<file path="config.mk">
export PLATFORM = sky130hd
export DESIGN_NAME = access_session_ctrl
export DESIGN_NICKNAME = d
export VERILOG_FILES = /design/src/rtl/access_session_ctrl.sv
export SDC_FILE = /design/constraint.sdc
export NUM_CORES = 1
export LEC_CHECK = 0
export BUFFER_PORTS_ARGS = -buffer_cell sky130_fd_sc_hd__buf_4
export CORE_MARGIN = 2
export CORE_UTILIZATION = 58
export CTS_BUF_LIST = sky130_fd_sc_hd__clkbuf_8
export CTS_CLUSTER_SIZE = 40
export DETAILED_ROUTE_END_ITERATION = 6
export PLACE_DENSITY = 0.81
export SLEW_MARGIN = 20
export SYNTH_ARGS = -nofsm -noshare
export SYNTH_HDL_FRONTEND = slang
export SYNTH_SLANG_ARGS = --single-unit
</file>
<file path="constraint.sdc">
create_clock -name clk -period 2.7 [get_ports clk]
set_clock_uncertainty 0.2 [all_clocks]
set_input_delay 0 -clock clk [delete_from_list [all_inputs] [get_ports clk]]
set_output_delay 0 -clock clk [all_outputs]
set_load 0.01 [all_outputs]
</file>
<file path="src/rtl/access_session_ctrl.sv">
// access_session_ctrl: sequences one access-control session covering login,
// permission-checked function launch, completion wait, failed-login lockout
// and idle logout. Every output is taken straight from a flop.
module access_session_ctrl #(
    parameter int MAX_FAIL       = 3,
    parameter int LOCK_CYCLES    = 16,
    parameter int TIMEOUT_CYCLES = 64
) (
    input  logic       clk,
    input  logic       reset,
    input  logic       login_req,
    input  logic [2:0] auth_code,
    input  logic       func_req,
    input  logic [2:0] func_code,
    input  logic       logout,
    input  logic       func_done,
    output logic       session_active,
    output logic       busy,
    output logic       locked,
    output logic       grant,
    output logic       deny,
    output logic       func_start,
    output logic [2:0] func_sel,
    output logic [1:0] fail_count
);

    localparam int IW = $clog2(TIMEOUT_CYCLES);
    localparam int LW = $clog2(LOCK_CYCLES);

    localparam logic [1:0] S_IDLE    = 2'd0;
    localparam logic [1:0] S_SESSION = 2'd1;
    localparam logic [1:0] S_BUSY    = 2'd2;
    localparam logic [1:0] S_LOCKED  = 2'd3;

    // Function-permission bitmap for each authentication code; zero means the code is invalid.
    function automatic logic [7:0] perm_mask(input logic [2:0] code);
        logic [7:0] m;
        case (code)
            3'd1:    m = 8'h5A;
            3'd3:    m = 8'h5E;
            3'd5:    m = 8'hFE;
            3'd6:    m = 8'h42;
            default: m = 8'h00;
        endcase
        return m;
    endfunction

    logic [1:0]    r_state;
    logic [2:0]    r_auth;
    logic [1:0]    r_fail_count;
    logic [2:0]    r_func_sel;
    logic [IW-1:0] r_idle_cnt;
    logic [LW-1:0] r_lock_cnt;
    logic          r_logout_pend;
    logic          r_session_active;
    logic          r_busy;
    logic          r_locked;
    logic          r_grant;
    logic          r_deny;
    logic          r_func_start;

    logic [1:0]    w_state_n;
    logic [2:0]    w_auth_n;
    logic [1:0]    w_fail_n;
    logic [2:0]    w_sel_n;
    logic [IW-1:0] w_idle_n;
    logic [LW-1:0] w_lock_n;
    logic          w_pend_n;
    logic          w_grant_n;
    logic          w_deny_n;
    logic          w_start_n;
    logic [7:0]    w_mask;
    logic [1:0]    w_fail_inc;

    assign w_mask     = perm_mask(r_auth);
    assign w_fail_inc = r_fail_count + 2'd1;

    // Next-state and next-output decode for the session sequencer.
    always_comb begin
        w_state_n = r_state;
        w_auth_n  = r_auth;
        w_fail_n  = r_fail_count;
        w_sel_n   = r_func_sel;
        w_idle_n  = r_idle_cnt;
        w_lock_n  = r_lock_cnt;
        w_pend_n  = r_logout_pend;
        w_grant_n = 1'b0;
        w_deny_n  = 1'b0;
        w_start_n = 1'b0;
        case (r_state)
            S_IDLE: begin
                w_idle_n = '0;
                w_lock_n = '0;
                w_pend_n = 1'b0;
                // func_req and logout are meaningless without a session.
                if (login_req) begin
                    if (perm_mask(auth_code) != 8'h00) begin
                        w_grant_n = 1'b1;
                        w_auth_n  = auth_code;
                        w_fail_n  = 2'd0;
                        w_state_n = S_SESSION;
                    end else begin
                        w_deny_n = 1'b1;
                        w_fail_n = w_fail_inc;
                        if (w_fail_inc == 2'(MAX_FAIL)) begin
                            w_state_n = S_LOCKED;
                        end else begin
                            w_state_n = S_IDLE;
                        end
                    end
                end else begin
                    w_state_n = S_IDLE;
                end
            end
            S_SESSION: begin
                if (logout) begin
                    w_state_n = S_IDLE;
                    w_auth_n  = 3'd0;
                    w_idle_n  = '0;
                end else if (func_req) begin
                    w_idle_n = '0;
                    if (w_mask[func_code]) begin
                        w_grant_n = 1'b1;
                        w_start_n = 1'b1;
                        w_sel_n   = func_code;
                        w_pend_n  = 1'b0;
                        w_state_n = S_BUSY;
                    end else begin
                        w_deny_n = 1'b1;
                    end
                end else if (login_req) begin
                    // A second login inside a session is not processed but still counts as activity.
                    w_idle_n = '0;
                end else if (r_idle_cnt == IW'(TIMEOUT_CYCLES - 1)) begin
                    w_state_n = S_IDLE;
                    w_auth_n  = 3'd0;
                    w_idle_n  = '0;
                end else begin
                    w_idle_n = r_idle_cnt + IW'(1);
                end
            end
            S_BUSY: begin
                if (func_req) begin
                    w_deny_n = 1'b1;
                end else begin
                    w_deny_n = 1'b0;
                end
                if (func_done) begin
                    w_pend_n = 1'b0;
                    w_idle_n = '0;
                    if (r_logout_pend || logout) begin
                        w_state_n = S_IDLE;
                        w_auth_n  = 3'd0;
                    end else begin
                        w_state_n = S_SESSION;
                    end
                end else if (logout) begin
                    w_pend_n = 1'b1;
                end else begin
                    w_pend_n = r_logout_pend;
                end
            end
            S_LOCKED: begin
                if (login_req) begin
                    w_deny_n = 1'b1;
                end else begin
                    w_deny_n = 1'b0;
                end
                if (r_lock_cnt == LW'(LOCK_CYCLES - 1)) begin
                    w_state_n = S_IDLE;
                    w_fail_n  = 2'd0;
                    w_lock_n  = '0;
                end else begin
                    w_lock_n = r_lock_cnt + LW'(1);
                end
            end
            default: begin
                w_state_n = S_IDLE;
            end
        endcase
    end

    // State, context and registered-output update; reset aborts everything silently.
    always_ff @(posedge clk) begin
        if (reset) begin
            r_state          <= S_IDLE;
            r_auth           <= 3'd0;
            r_fail_count     <= 2'd0;
            r_func_sel       <= 3'd0;
            r_idle_cnt       <= '0;
            r_lock_cnt       <= '0;
            r_logout_pend    <= 1'b0;
            r_session_active <= 1'b0;
            r_busy           <= 1'b0;
            r_locked         <= 1'b0;
            r_grant          <= 1'b0;
            r_deny           <= 1'b0;
            r_func_start     <= 1'b0;
        end else begin
            r_state          <= w_state_n;
            r_auth           <= w_auth_n;
            r_fail_count     <= w_fail_n;
            r_func_sel       <= w_sel_n;
            r_idle_cnt       <= w_idle_n;
            r_lock_cnt       <= w_lock_n;
            r_logout_pend    <= w_pend_n;
            r_session_active <= (w_state_n == S_SESSION) || (w_state_n == S_BUSY);
            r_busy           <= (w_state_n == S_BUSY);
            r_locked         <= (w_state_n == S_LOCKED);
            r_grant          <= w_grant_n;
            r_deny           <= w_deny_n;
            r_func_start     <= w_start_n;
        end
    end

    assign session_active = r_session_active;
    assign busy           = r_busy;
    assign locked         = r_locked;
    assign grant          = r_grant;
    assign deny           = r_deny;
    assign func_start     = r_func_start;
    assign func_sel       = r_func_sel;
    assign fail_count     = r_fail_count;

endmodule

</file>
# Yosys cells after proc, flatten, opt, wreduce, memory -nomap -nowiden
# Cells that the tools add are included.
# classes
bitwise_logic	2
mux	59
n_addsub	3
magnitude_cmp	1
n_eq_ne	29
n_reduce_logical	12
# op_table
cell	n
8-bit one-hot mux with 4 select lines	2
6-bit two-way mux	5
2-bit two-way mux	13
3-bit two-way mux	8
1-bit two-way mux	19
6-bit one-hot mux with 3 select lines	1
8-bit two-way mux	2
2-bit inequality test, second input constant	8
3-bit == test, second input constant	4
3-bit inequality test, second input constant	4
2-bit == test, second input constant	5
3-bit one-hot mux with 3 select lines	1
2-bit one-hot mux with 4 select lines	1
4-bit one-hot mux with 2 select lines	1
8-bit AND reduction	1
8-bit nonzero test	1
6-bit by 1-bit adder with 6-bit output, second input constant	1
3-bit by 1-bit == test with 1-bit output, second input constant	2
3-bit by 2-bit == test with 1-bit output, second input constant	2
6-bit == test, second input constant	1
5-bit AND reduction	1
4-bit by 1-bit adder with 4-bit output, second input constant	1
2-bit by 1-bit == test with 1-bit output, second input constant	2
4-bit == test, second input constant	1
other kinds (17)	19
# word_totals
elab_cells	119
output_inout_bits	11
input_bits	12
reg_bits	27

# Longest topological paths before layout
# logic_depth
depth_word	10
mapped_depth	10
depth_no_buf	9

# Worst setup path before layout
# No wires, ideal clock.
# synth_timing
path_kind	flip-flop to flip-flop
start	register r_idle_cnt[0]
end	register r_session_active (netlist: session_active)
setup_time_ns	0.126
arrival_ns	1.943
stages_incl_launch_ff	9
path_slack_ns	0.431
required_time_ns	2.374
path_cell_list	dfxtp_1 ha_1 nand3_1 o41a_1 o311a_1 a31oi_1 o21ai_1 ha_1 nor2_1
# synth_via
elab_chain_cells	8
word_cells_on_any_way	9
classes_between	eq/ne: 3; mux: 5; reduce/logical: 1
# synth_rtl
element	line_no	source
start, declared	52	logic [IW-1:0] r_idle_cnt;
start signal, assigned	204	r_idle_cnt <= w_idle_n;
6-bit == test (*)	134	end else if (r_idle_cnt == IW'(TIMEOUT_CYCLES - 1)) begin
2-bit two-way mux (*)	134	
2-bit two-way mux (*)	131	end else if (login_req) begin
2-bit two-way mux (*)	120	end else if (func_req) begin
2-bit two-way mux (*)	116	if (logout) begin
2-bit one-hot mux with 4 select lines (*)	90	case (r_state)
named net w_state_n[1]	62	logic [1:0] w_state_n;
2-bit by 1-bit == test with 1-bit output or 2-bit == test (tied branches)	207	r_session_active <= (w_state_n == S_SESSION) || (w_state_n == S_BUSY);
1-bit logical OR (*)	207	
end signal, assigned	207	
end, declared	55	logic r_session_active;
# Mark *: on every way through the listed nets, which the timed path passes. The rest lies on a longest branch.
# A chain may end at the register's enable or synchronous reset.

# Worst setup path in the final report
# layout_timing
start	register r_state[0]
end	register r_func_sel[0] (netlist: func_sel[0])
# layout_via
elab_chain_cells	2
# layout_rtl
element	line_no	source
start, declared	48	logic [1:0] r_state;
start signal, assigned	200	r_state <= w_state_n;
2-bit by 1-bit == test with 1-bit output	90	
4-bit AND reduction (no line)	n/a	
end signal, assigned	203	r_func_sel <= w_sel_n;
end, declared	51	logic [2:0] r_func_sel;
# No other way between the ends.

==> run_results.csv <==
group,metric,value,unit
outcome,status,"finished clean",
timing,final_hold_viol_count,0,
drt,dr_wl_met3,167,µm
drt,met2_wirelength,1770,µm
timing,drv_slew,0,
clock_network,cts-root-buf,"clkbuf_8",
clock_network,h-tree-depth,1,
timing,rsz0062_at_grt,"false",
run,max_cap_violations,0,
floorplanning,core_area,2500,µm²
drt,firstDrtPassIters,4,
worst_hold_path,hp-class,"in -> reg",
timing,tightest_slew,450,ps
floorplanning,dieHeight,55.8,µm
drt,wl_met1,1690,µm
global_routing,antenna_found_initial,0,
global_routing,grt_usage,24.9,%
place,dp_hpwl,2640,µm
clock_network,clk-insertion-delay-late,280,ps
drt,finalWirelength,3700,µm
place,pre_cts_slack,192,ps
global_routing,gr-total-overflow,0,
timing,setup_viol_count_final,0,
place,placed_area,1730,µm²
clock_network,cts_buffer_depth,2,
timing,fin_crit_sh,94.8,%
cells_and_area,final_cell_area,1910,µm²
power_and_ir_drop,p_sw,197,µW
floorplanning,start_util,62.2,%
clock_network,cts_made_buffers,3,
worst_setup_path,crit_path_max_fanout,8,
timing,fmax,391,MHz
global_routing,grt_pass1_vias,1434,
cells_and_area,nets,246,
power_and_ir_drop,power_density,398,nW/µm²
synth,synth_cell_type_count,42,
global_routing,grt_pass1_wl,6220,µm
drt,vias,1496,
drt,post_drt_wl_per_cell,14.6,µm
power_and_ir_drop,peakVddDrop,0.000284,V
floorplanning,pin_count,23,
synth,netlist_instances,191,
drt,route.detailed.drc,0,
power_and_ir_drop,clockPowerShare,30.8,%
synth,synth.net_count,213,
worst_setup_path,cpPeakStageDelay,590,ps
worst_setup_path,worstSetupPathType,"reg -> reg",
worst_setup_path,critPathBufInv,1,
drt,viasPerCell,5.91,
cells_and_area,final_common_cell,"dfxtp_1",
timing,setup_ws,140,ps
place,io_buffers,22,
synth,avgSynthCellArea,8.14,µm²
power_and_ir_drop,switching_share,25.9,%
synth,ys.warnings.count,0,
clock_network,path_clk_slew,100,ps
clock_network,cts_tree,"yes",
cells_and_area,layout_common_cells,"27 x dfxtp_1, 22 x buf_4, 21 x nor2_1, 18 x a21oi_1, 14 x nand2_1",
cells_and_area,diodes,0,
power_and_ir_drop,internal_power,565,µW
timing,slew_headroom,70.0,%
worst_setup_path,arrival,2590,ps
floorplanning,die-area,3110,µm²
power_and_ir_drop,leakage,0.756,nW
drt,ant_nets,0,
worst_setup_path,critical-path-top-delay-family,"buffers and inverters",
power_and_ir_drop,power_frac_seq,54.2,%
worst_setup_path,reg2reg_slack,140,ps
place,place.gp.congestion,1.00,
worst_setup_path,worstSetupEndpointType,"register",
worst_setup_path,cp_cell_sequence,"ha_1 > nor2b_2 > nand2_1 > a21oi_2 > mux2i_1 > dlygate4sd3_1",
worst_setup_path,worst-endpoint-required,2730,ps
cells_and_area,fill_cells,188,
timing,fin_crit,2560,ps
worst_setup_path,cp_slowest_cell,"dlygate4sd3_1",
timing,fin_tns_setup,0,ps
power_and_ir_drop,combPwrFrac,15.0,%
drt,initialDrtViolationCount,76,
global_routing,grt_max_degree,32,
clock_network,cts_sinks,27,
floorplanning,die_x,55.8,µm
cells_and_area,drive_above_1_share,15.7,%
cells_and_area,syn_to_final_growth,23.1,%
synth,ys_ff_latch,27,
synth,yosysSeqAreaShare,34.8,%
synth,synth_area,1550,µm²
floorplanning,rows,18,
worst_setup_path,startpoint_type,"register",
power_and_ir_drop,power,762,µW
timing,hold_ws,152,ps
drt,routed.top_layer,"met4",
-- timing repair --
action                                  CTS  global route
endpoints found under the hold margin    27             0
setup buffers                             0             0
gates resized for setup                   0             2
endpoints found under the setup margin    0             5
hold buffers                             13             0
-- synth_stat cells, drive strengths merged --
library cell / instances / area [µm²]
o32ai: 1 / 8.76
and3b: 1 / 8.76
nand2b: 8 / 50.1
or2b: 4 / 30.0
a21o: 1 / 8.76
mux2i: 3 / 30.0
dfxtp: 27 / 541
o2bb2ai: 1 / 8.76
nand4bb: 1 / 11.3
and2: 3 / 18.8
a21oi: 20 / 108
o41a: 1 / 11.3
or4b: 1 / 10.0
o22ai: 1 / 6.26
o31a: 1 / 8.76
nand3b: 3 / 22.5
nor3b: 1 / 7.51
a211oi: 4 / 30.0
o311a: 1 / 10.0
clkbuf: 7 / 26.3
o21ai: 7 / 35.0
nand3: 9 / 45.0
a311oi: 1 / 8.76
ha: 10 / 125
and3: 1 / 6.26
inv: 6 / 22.5
or4: 1 / 7.51
a2111oi: 1 / 27.5
o2111ai: 1 / 8.76
a21bo: 1 / 10.0
or2: 3 / 18.8
nor3: 6 / 30.0
nor4: 5 / 31.3
o21a: 1 / 7.51
nor2b: 7 / 43.8
nand2: 14 / 52.6
a31oi: 4 / 25.0
a21boi: 1 / 7.51
nor2: 22 / 85.1
-- routing by layer --
layer | vias up | global-route usage, %
met1 | 695 | 29.1
met3 | 10 | 4.65
met4 | 0 | 10.8
li1 | 749 | -
met2 | 42 | 43.9
met5 | - | 0
-- logic make-up (layout without fill, tap and decap cells) --
group / after synthesis / count (layout) / share of synthesized area (%)
mux: 3 / 3 / 1.93
buf+inv: 13 / 45 / 3.14
fa+ha+maj: 10 / 10 / 8.05
compound gates: 48 / 48 / 21.3
simple gates: 90 / 90 / 30.8
flops: 27 / 27 / 34.8
-- path summary, 6_finish.rpt --
check	to	depth (start not counted)	start
max	func_sel[0]$_SDFFE_PP0P_	6	r_state[0]$_SDFF_PP0_
min	r_idle_cnt[1]$_SDFFE_PP0P_	5	func_done
max reg2reg	func_sel[0]$_SDFFE_PP0P_	6	r_state[0]$_SDFF_PP0_
min reg2reg	r_idle_cnt[1]$_SDFFE_PP0P_	2	r_idle_cnt[1]$_SDFFE_PP0P_
-- worst reg2reg max path, delay by kind of cell (launching register included) --
family,cells,cell delay [ps]
buffers and inverters,1,590
AND/OR/NAND/NOR,2,510
flip-flops,1,470
adder cells (fa/ha/maj),1,250
AO/OA/AOI/OAI,1,250
multiplexers,1,250
-- sequential cells by signal, indices dropped and copies added (netlist names) --
name and count:
r_idle_cnt 6, r_lock_cnt 4, func_sel 3, r_auth 3, fail_count 2, r_state 2, busy 1, deny 1
func_start 1, grant 1, locked 1, r_logout_pend 1, session_active 1
-- power by group through the flow --
stage | Sequential [mW] | Clock (mW) | Combinational (mW)
finish | 0.413 | 0.234 | 0.114
global route | 0.415 | 0.250 | 0.125
CTS | 0.413 | 0.236 | 0.112
detailed placement | 0.422 | 0 | 0.0986
global placement | 0.422 | 0 | 0.0954
floorplan | 0.423 | 0 | 0.0601
-- metrics by stage --
stage / instances / utilization (%)
2_1_floorplan: 191 / -
3_3_place_gp: 236 / 69.2
4_1_cts: 253 / 76.2
5_1_grt: 253 / 76.5
6_report: 253 / 76.5
3_5_place_dp: 236 / 69.2
-- final cells by class --
cell class	count	area [µm²]	area share [%]
inverter	6	22.5	1.18
clock inverter	1	3.75	0.196
clock buffer	3	41.3	2.16
sequential	27	541	28.3
multi-input combinational	151	972	50.8
tap	30	37.5	1.96
timing repair buffer	35	295	15.4
Note: power is estimated with default switching activity, not from simulation.
